$ cat src/rtl/regbank_writeback.sv
// regbank_writeback: sole driver of the register bank write port. ALU results take priority; multi-cycle
// results queue in a small FIFO. A busy scoreboard tracks pending multi-cycle writes. Option: REGBANK_WB_BYPASS_EN.
module regbank_writeback #(
    parameter int FIFO_DEPTH = 2
) (
    input  logic        clk,
    input  logic        reset,
    input  logic        alu_we,
    input  logic [3:0]  alu_addr,
    input  logic [31:0] alu_data,
    input  logic        mu_valid,
    input  logic [3:0]  mu_addr,
    input  logic [31:0] mu_data,
    output logic        mu_ready,
    input  logic        issue_valid,
    input  logic [3:0]  issue_addr,
    output logic [15:0] busy,
    output logic        we,
    output logic [3:0]  addr_d,
    output logic [31:0] data_d
);

    localparam int PTR_W = $clog2(FIFO_DEPTH);
    localparam int CNT_W = PTR_W + 1;
    localparam logic [CNT_W-1:0] FULL_CNT = CNT_W'(FIFO_DEPTH);

    logic [3:0]       fifo_addr [FIFO_DEPTH];
    logic [31:0]      fifo_data [FIFO_DEPTH];
    logic [PTR_W-1:0] wr_ptr;
    logic [PTR_W-1:0] rd_ptr;
    logic [CNT_W-1:0] count;

    logic             fifo_empty;
    logic             push;
    logic             pop;
    logic             bypass;
    logic             fifo_wr;
    logic             wr_valid;
    logic [3:0]       wr_addr;
    logic [31:0]      wr_data;
    logic             clr_en;
    logic [15:0]      busy_next;

    // Readiness depends only on the registered count, so a pop never opens a slot in the same cycle.
    assign mu_ready   = (count != FULL_CNT);
    assign fifo_empty = (count == '0);

    always_comb begin
        push   = mu_valid && mu_ready;
        pop    = !alu_we && !fifo_empty;
        bypass = 1'b0;
`ifdef REGBANK_WB_BYPASS_EN
        bypass = !alu_we && fifo_empty && push;
`endif
        fifo_wr = push && !bypass;
        clr_en  = pop || bypass;
    end

    always_comb begin
        wr_valid = 1'b0;
        wr_addr  = addr_d;
        wr_data  = data_d;
        if (alu_we) begin
            wr_valid = 1'b1;
            wr_addr  = alu_addr;
            wr_data  = alu_data;
        end else if (pop) begin
            wr_valid = 1'b1;
            wr_addr  = fifo_addr[rd_ptr];
            wr_data  = fifo_data[rd_ptr];
        end else if (bypass) begin
            wr_valid = 1'b1;
            wr_addr  = mu_addr;
            wr_data  = mu_data;
        end
    end

    // Clear before set so an issue to the same register on the same edge keeps the bit busy.
    always_comb begin
        busy_next = busy;
        if (clr_en) begin
            busy_next[wr_addr] = 1'b0;
        end
        if (issue_valid) begin
            busy_next[issue_addr] = 1'b1;
        end
        busy_next[0] = 1'b0;
    end

    always_ff @(posedge clk) begin
        if (fifo_wr) begin
            fifo_addr[wr_ptr] <= mu_addr;
            fifo_data[wr_ptr] <= mu_data;
        end
    end

    always_ff @(posedge clk or posedge reset) begin
        if (reset) begin
            wr_ptr <= '0;
            rd_ptr <= '0;
            count  <= '0;
        end else begin
            if (fifo_wr) begin
                wr_ptr <= wr_ptr + PTR_W'(1);
            end
            if (pop) begin
                rd_ptr <= rd_ptr + PTR_W'(1);
            end
            unique case ({fifo_wr, pop})
                2'b10:   count <= count + CNT_W'(1);
                2'b01:   count <= count - CNT_W'(1);
                default: count <= count;
            endcase
        end
    end

    always_ff @(posedge clk or posedge reset) begin
        if (reset) begin
            we     <= 1'b0;
            addr_d <= '0;
            data_d <= '0;
            busy   <= '0;
        end else begin
            we   <= wr_valid && (wr_addr != 4'd0);
            busy <= busy_next;
            if (wr_valid) begin
                addr_d <= wr_addr;
                data_d <= wr_data;
            end
        end
    end

endmodule

$ cat config.mk
export PLATFORM = sky130hd
export DESIGN_NAME = regbank_writeback
export DESIGN_NICKNAME = d
export VERILOG_FILES = /design/src/rtl/regbank_writeback.sv
export SDC_FILE = /design/constraint.sdc
export NUM_CORES = 1
export LEC_CHECK = 0
export CORE_MARGIN = 4
export CORE_UTILIZATION = 49
export DETAILED_ROUTE_END_ITERATION = 10
export PLACE_DENSITY = 0.8
export SETUP_SLACK_MARGIN = 0.02
export SYNTH_ARGS = -nofsm -noshare
export SYNTH_HDL_FRONTEND = slang
export SYNTH_SLANG_ARGS = --single-unit
export TNS_END_PERCENT = 10
$ cat constraint.sdc
create_clock -name clk -period 3.45 [get_ports clk]
set_clock_uncertainty 0.15 [all_clocks]
set_input_delay 0.5175 -clock clk [delete_from_list [all_inputs] [get_ports clk]]
set_output_delay 0.5175 -clock clk [all_outputs]
set_load 0.02 [all_outputs]
==> results of run 1 <==
## power by group through the flow
stage          Combinational [uW]  Clock [uW]  Sequential (uW)
3_3_place_gp                 1990           0             2430
3_5_place_dp                 2040           0             2460
5_1_grt                      2200        1850             2490
4_1_cts                      2060        1770             2440
2_1_floorplan                 915           0             2680
6_report                     2030        1750             2440
## sequential cells by signal, summed over array words and instances, names as in the netlist
register	count
count	2
wr_ptr	1
busy	15
we	1
fifo_data	64
rd_ptr	1
data_d	32
fifo_addr	8
addr_d	4
## area by class of cell
class | count | area [um^2] | area share
flip-flops and latches | 128 | 3565 | 0.4953
multi-input cells | 238 | 1465 | 0.2036
clock buffers | 19 | 421.7 | 0.05859
well taps | 136 | 170.2 | 0.02364
repair buffers | 140 | 1379 | 0.1916
inverters | 9 | 33.78 | 0.004694
clock inverters | 13 | 162.7 | 0.02260
## per-layer routing
metal / routed length [um] / global-route usage
met3: 764 / 0.05589
met1: 4545 / 0.2281
met2: 6234 / 0.3467
met5: 0 / 0
met4: 274 / 0.08867
## Yosys cell counts, types with 2 or more instances
master    instances  area, um^2
a21oi_1          33       165.2
buf_2             3       15.01
buf_4             3       22.52
buf_6             2       22.52
clkbuf_1         12       45.04
dfrtp_1          56        1401
edfxtp_1         72        2162
inv_1             6       22.52
inv_2             3       11.26
mux2_2            2       22.52
mux2i_1          34       340.3
nand2_1          37       138.9
nand2b_1          3       18.77
nand3_1           2       10.01
nand3b_1          2       15.01
nor2_1           34       127.6
nor3_1            2       10.01
o21ai_0          37       185.2
o21ai_1          11       55.05
o31ai_1          12       90.09
xnor2_1           4       35.03
## worst max-delay path, stage by stage, from the launching register on
cell             delay (ps)
dfrtp_1                 550
nand2b_1                210
clkdlybuf4s50_1         620
## worst max path at each step
stage / start / end / slack [ps]
after floorplan: count[0] / fifo_addr[0][0] / 480
after global placement: mu_valid / fifo_data[1][24] / 1140
after detailed placement: mu_valid / fifo_data[1][24] / 1090
after CTS: count[0] / mu_ready / 870
after global routing: count[0] / mu_ready / 800
final: count[0] / mu_ready / 880
## kinds of logic after synthesis
kind of cell,count (synthesis),share of synthesized area
flip-flops,128,0.6909
AO/OA/AOI/OAI,103,0.1167
AND/OR/NAND/NOR,91,0.07836
multiplexers,37,0.07472
buffers and inverters,30,0.02765
XOR/XNOR,5,0.008491
adder cells (fa/ha/maj),1,0.002426
other,1,0.0007271
## metrics by stage
step             util  instance area, um^2
2_1_floorplan       -                 5157
3_3_place_gp   0.6434                 6613
3_5_place_dp   0.6434                 6613
4_1_cts        0.7003                 7197
5_1_grt        0.7003                 7197
6_report       0.7003                 7197
==> impl_metrics.ini, run 1 <==
[sta]
slew_viol_final = 0
rsz0062_at_grt = no
fin_crit_ps = 2571
finalSetupTns_ps = 0
finalCritPeriodShare = 0.7452
final-setup-viol-count = 0
slew_headroom = 0.4075
worstMarginPinSlew_ps = 888.8
setup_slack_ps = 879.0
hold_viol_final = 0
hold-worst-slack_ps = 162.4
clock.fmax_mhz = 389.0

[place]
gp_congestion = 0.8512
dp_slack_ps = 1089
post-dp-hpwl_mm = 8.010
dp.cells = 651
place.port_buffers = 133

[critical_path]
crit_type = reg2out
reg2reg_depth = 5
worstReg2RegEnd = busy[1]
cp.required_ps = 2780
reg2reg_slack_ps = 1180
path_max_fanout = 9
cp.arrival_ps = 1900
r2r-start = rd_ptr
startpoint_type = flop
worstSetupEndpointType = output port

[logic_synthesis]
syn-num-nets = 478
syn-instance-count = 396
async_reset_ff_frac = 0.4375
ys.flop_type = edfxtp_1
ys_types = 47
synth-edff-count = 72
synth_seq_cells = 128
syn_area_um2 = 5157
yosys_warnings = 0
syn_avg_cell_area_um2 = 13.02
yosysSeqAreaShare = 0.6909

[floorplan]
die_area_um2 = 12230
placementRows = 37
fp.dieW_um = 110.6
io_pins = 135
start_util = 0.5018
core_area_um2 = 10280
dieHeight_um = 110.6

[global_routing]
antenna_found_initial = 0
grt_max_degree = 40
grt_pass1_vias = 3873
grt_util_all_layers = 0.1991
grt_overflow = 0
grt_pass1_wl_mm = 19.14

[clock_network]
cts_tree = done
post_cts_buffers = 0
cts_hold_buf = 0
cts_sinks = 128
cts-root-buf = clkbuf_8
clock_latency_ps = 520
htreeDepth = 4
clk_pin_slew_ps = 60
post_cts_resize_count = 0
cts_buffers = 17
clockBufferDepth = 2

[layout]
area_growth_pct = 39.54
fillers = 715
diodes = 0
layout_commonest_cell = clkdlybuf4s50_1
fin_cells = 683
final_cell_mix = clkdlybuf4s50_1, edfxtp_1, dfrtp_1
fin_nets = 616
layout-drive-gt1-share = 0.09689

[power]
p_switching_uw = 2054
pwr-share-seq = 0.392
p_leak_uw = 0.002736
ir_worst_vdd_mv = 0.3990
p_per_area_nw_per_um2 = 865.1
p_clk_frac = 0.282
internal_power_uw = 4173
finalPower_uw = 6226
p_sw_frac = 0.3298
combPwrFrac = 0.327

[drt]
wirelength_mm = 11.82
dr_total_vias = 3644
ant_nets = 0
vias_per_cell = 5.335
drcViolationCount = 0
wl_per_cell_um = 17.30
drt_iter0_drc = 222
firstDrtPassIters = 4

[flow_run]
max_cap_viol_count = 0

[status]
status = complete, no violations

[worst_hold_path]
min_path_type = in2async
(Power assumes the default switching activity.)
==> inputs of run 2 (changes only) <==
- clock period: 3.45 -> 2.4 ns (I/O delays scaled with it)
==> impl_metrics.ini, run 2 (synthesis gave the netlist of run 1 again) <==
[place]
gp_congestion = 0.8936
post_dp_cell_area_um2 = 6673
dp_slack_ps = 433.6
place.port_buffers = 133
post-dp-hpwl_mm = 8.027

[drt]
vias_per_cell = 5.277
wirelength_mm = 11.63
firstDrtPassIters = 4
drcViolationCount = 0
drt_iter0_drc = 148
wl_per_cell_um = 16.96
dr_total_vias = 3620
ant_nets = 0

[flow_run]
max_cap_viol_count = 0

[worst_hold_path]
min_path_type = in2async

[sta]
slew_viol_final = 0
finalSetupTns_ps = 0
finalCritPeriodShare = 0.9535
clock.fmax_mhz = 437.0
setup_slack_ps = 111.5
final-setup-viol-count = 0
hold_viol_final = 0
fin_crit_ps = 2288
rsz0062_at_grt = no

[clock_network]
post_cts_buffers = 0
clock_latency_ps = 490
cts_tree = done
clk_pin_slew_ps = 60
htreeDepth = 4
cts_sinks = 128
cts_buffers = 17
clockBufferDepth = 2
cts-root-buf = clkbuf_8

[global_routing]
grt_pass1_vias = 3892
grt_pass1_wl_mm = 19.49
grt_util_all_layers = 0.1994
grt_max_degree = 65
antenna_found_initial = 0
grt_overflow = 0

[critical_path]
path_max_fanout = 9
cp.arrival_ps = 1780
crit_type = reg2out
cp.required_ps = 1890
worstSetupEndpointType = output port
startpoint_type = flop

[layout]
finalInstanceArea_um2 = 7273
area_growth_pct = 41.02
fin_nets = 619
final_cell_mix = clkdlybuf4s50_1, edfxtp_1, dfrtp_1
layout-drive-gt1-share = 0.1091
largest_register_ffs = 64
top_regs = fifo_data: 64 flops, data_d: 32 flops, busy: 15 flops
fillers = 745
diodes = 0
largest_register = fifo_data
layout_commonest_cell = clkdlybuf4s50_1

[floorplan]
die_area_um2 = 12230
placementRows = 37
start_util = 0.5018
fp.dieW_um = 110.6
core_area_um2 = 10280
dieHeight_um = 110.6
io_pins = 135

[power]
p_per_area_nw_per_um2 = 1241
ir_worst_vdd_mv = 0.6331
p_leak_uw = 0.002761

[status]
status = complete, no violations
==> run 2: changes by cell type in the layout (fill, tap and decap cells not counted) <==
cell | before | now
dfrtp_1 | 55 | 54
buf_12 | 0 | 3
dfrtp_2 | 1 | 2
inv_8 | 0 | 1
clkbuf_1 | 2 | 0
clkinvlp_4 | 1 | 3
clkinv_1 | 2 | 1
==> run 2: power by group <==
group	switching (uW)	internal, uW	total [uW]
clock network	949	1600	2540
registers	379	3070	3450
logic	1640	1390	3030
total	2970	6060	9030
==> run 2: layer usage <==
| metal | GRT usage | vias up | part of all wire |
|---|---|---|---|
| met4 | 0.06732 | 0 | 0.013 |
| met1 | 0.2303 | 1755 | 0.40 |
| met5 | 0 | - | 0 |
| li1 | - | 1729 | - |
| met2 | 0.3637 | 121 | 0.54 |
| met3 | 0.04493 | 15 | 0.048 |
==> run 2: layout make-up <==
type | count | area (um^2) | area share
flip-flops and latches | 128 | 3566 | 0.4903
multi-input cells | 238 | 1465 | 0.2014
repair buffers | 143 | 1439 | 0.1978
clock buffers | 17 | 414.1 | 0.05694
clock inverters | 15 | 185.2 | 0.02546
well taps | 136 | 170.2 | 0.02340
inverters | 9 | 33.78 | 0.004645
==> run 2: metrics by stage <==
| stage | total power [uW] | hold slack [ps] | std cells | util |
|---|---|---|---|---|
| 2_1_floorplan | 5165 | 308.9 | 396 | - |
| 3_3_place_gp | 6421 | 311.6 | 654 | 0.6493 |
| 3_5_place_dp | 6527 | 320.2 | 654 | 0.6493 |
| 4_1_cts | 9111 | 80.98 | 686 | 0.7077 |
| 5_1_grt | 9505 | 109.4 | 686 | 0.7077 |
| 6_report | 9026 | 105.1 | 686 | 0.7077 |
==> run 2: path summary, 6_finish.rpt <==
kind                       startpoint          to  slack (ps)  depth (start not counted)
max                          count[0]    mu_ready         110                          2
min                             reset  data_d[15]         110                          3
max reg2reg                    rd_ptr     busy[2]         520                          5
min reg2reg                data_d[10]  data_d[10]         330                          2
max in group asynchronous       reset      rd_ptr        1640                          3
min in group clk               alu_we      rd_ptr         110                          3
==> run 2: timing repair <==
item                                    in CTS  in global routing
hold buffers                                 0                  0
resized for setup                            1                  0
endpoints found under the setup margin       1                  0
==> run 2: critical path, cell delays in order, from the launching register on <==
cell             delay [ps]
dfrtp_2                 470
nand2b_1                190
clkdlybuf4s50_1         620
==> inputs of run 3 (changes only) <==
- REMOVE_ABC_BUFFERS: unset -> 1
==> impl_metrics.ini, run 3 (synthesis gave the netlist of run 1 again) <==
[sta]
final-setup-viol-count = 0
finalCritPeriodShare = 0.8471
fin_crit_ps = 2033
slew_viol_final = 0
setup_slack_ps = 366.9
hold_viol_final = 0
rsz0062_at_grt = no
clock.fmax_mhz = 491.9

[layout]
finalInstanceArea_um2 = 7258
largest_register = fifo_data
diodes = 0
largest_register_ffs = 64
top_regs = fifo_data: 64 flops, data_d: 32 flops, busy: 15 flops
fin_nets = 618
postLayoutCoreUtil = 0.7062
fillers = 739
multi_input_area_um2 = 1465
layout-drive-gt1-share = 0.1002
layout_commonest_cell = clkdlybuf4s50_1
area_growth_pct = 40.73
final_cell_mix = clkdlybuf4s50_1, edfxtp_1, dfrtp_1
regArea_um2 = 3566

[global_routing]
antenna_found_initial = 0
grt_util_all_layers = 0.1938
grt_max_degree = 41
grt_pass1_vias = 3688
grt_pass1_wl_mm = 18.70
grt_overflow = 0

[clock_network]
post_cts_buffers = 0
cts_hold_buf = 0
clock_latency_ps = 500
cts-root-buf = clkbuf_8
cts_buffers = 17
clk_pin_slew_ps = 60
cts_tree = done
clockBufferDepth = 2
cts_sinks = 128
htreeDepth = 4

[drt]
drt_iter0_drc = 191
wl_per_cell_um = 16.71
firstDrtPassIters = 5
ant_nets = 0
wirelength_mm = 11.45
drcViolationCount = 0
vias_per_cell = 5.212
dr_total_vias = 3570

[floorplan]
core_area_um2 = 10280
io_pins = 135
dieHeight_um = 110.6
die_area_um2 = 12230
start_util = 0.5018
placementRows = 37
fp.dieW_um = 110.6

[flow_run]
max_cap_viol_count = 0

[critical_path]
slowest_delay_ps = 620
worst_path_max_delay_cell = clkdlybuf4s50_1
critPathBufInv = 1
worstSetupEndpointType = output port
crit_chain = clkdlybuf4s50_1
startpoint_type = flop
path_max_fanout = 3
cp.required_ps = 1890
cp.arrival_ps = 1520
crit_family = buffers and inverters
crit_type = reg2out

[worst_hold_path]
min_path_type = in2async

[place]
gp_congestion = 0.8486
place.port_buffers = 133
post-dp-hpwl_mm = 8.066
dp_slack_ps = 440.6
post_dp_cell_area_um2 = 6665

[power]
p_per_area_nw_per_um2 = 1237
ir_worst_vdd_mv = 0.6145
p_leak_uw = 0.002766

[status]
status = complete, no violations
[run 3: per-layer routing]
layer | global-route usage | vias up | routed length (um)
li1 | - | 1727 | -
met1 | 0.2385 | 1707 | 4758
met2 | 0.3261 | 122 | 5866
met3 | 0.05041 | 14 | 647
met4 | 0.07882 | 0 | 175
met5 | 0 | - | 0
[run 3: layout make-up]
cell class / count / share of cell area
sequential: 128 / 0.4913
tap: 136 / 0.02344
clock buffer: 18 / 0.05758
inverter: 9 / 0.004654
timing repair buffer: 142 / 0.1976
clock inverter: 14 / 0.02362
multi-input combinational: 238 / 0.2019
[run 3: worst paths after layout]
| path | startpoint | to | slack [ps] | cells after the start |
|---|---|---|---|---|
| max in group asynchronous | reset | rd_ptr | 1490 | 3 |
| setup reg to reg | rd_ptr | we | 520 | 4 |
| min in group clk | alu_we | rd_ptr | 210 | 3 |
| hold reg to reg | data_d[21] | data_d[21] | 330 | 2 |
| hold / removal | reset | data_d[2] | 20 | 2 |
| setup / recovery | addr_d[2] | addr_d[2] | 370 | 1 |
[run 3: through the flow]
stage / setup TNS (ps) / power (uW) / hold slack [ps] / cells
floorplan: -28060 / 5103 / 308.9 / 375
global placement: 0 / 6418 / 315.1 / 653
detailed placement: 0 / 6520 / 319.9 / 653
CTS: 0 / 9069 / 1.100 / 685
global route: 0 / 9452 / 28.42 / 685
finish: 0 / 8982 / 15.29 / 685
[run 3: what timing repair did]
item / CTS / global route
endpoints found under the hold margin: 0 / 0
setup endpoints to repair: 1 / 1
gates resized for setup: 1 / 1
[run 3: power by group]
part	switching [uW]	internal (uW)
Combinational	1620	1380
Clock	859	1660
Sequential	377	3080
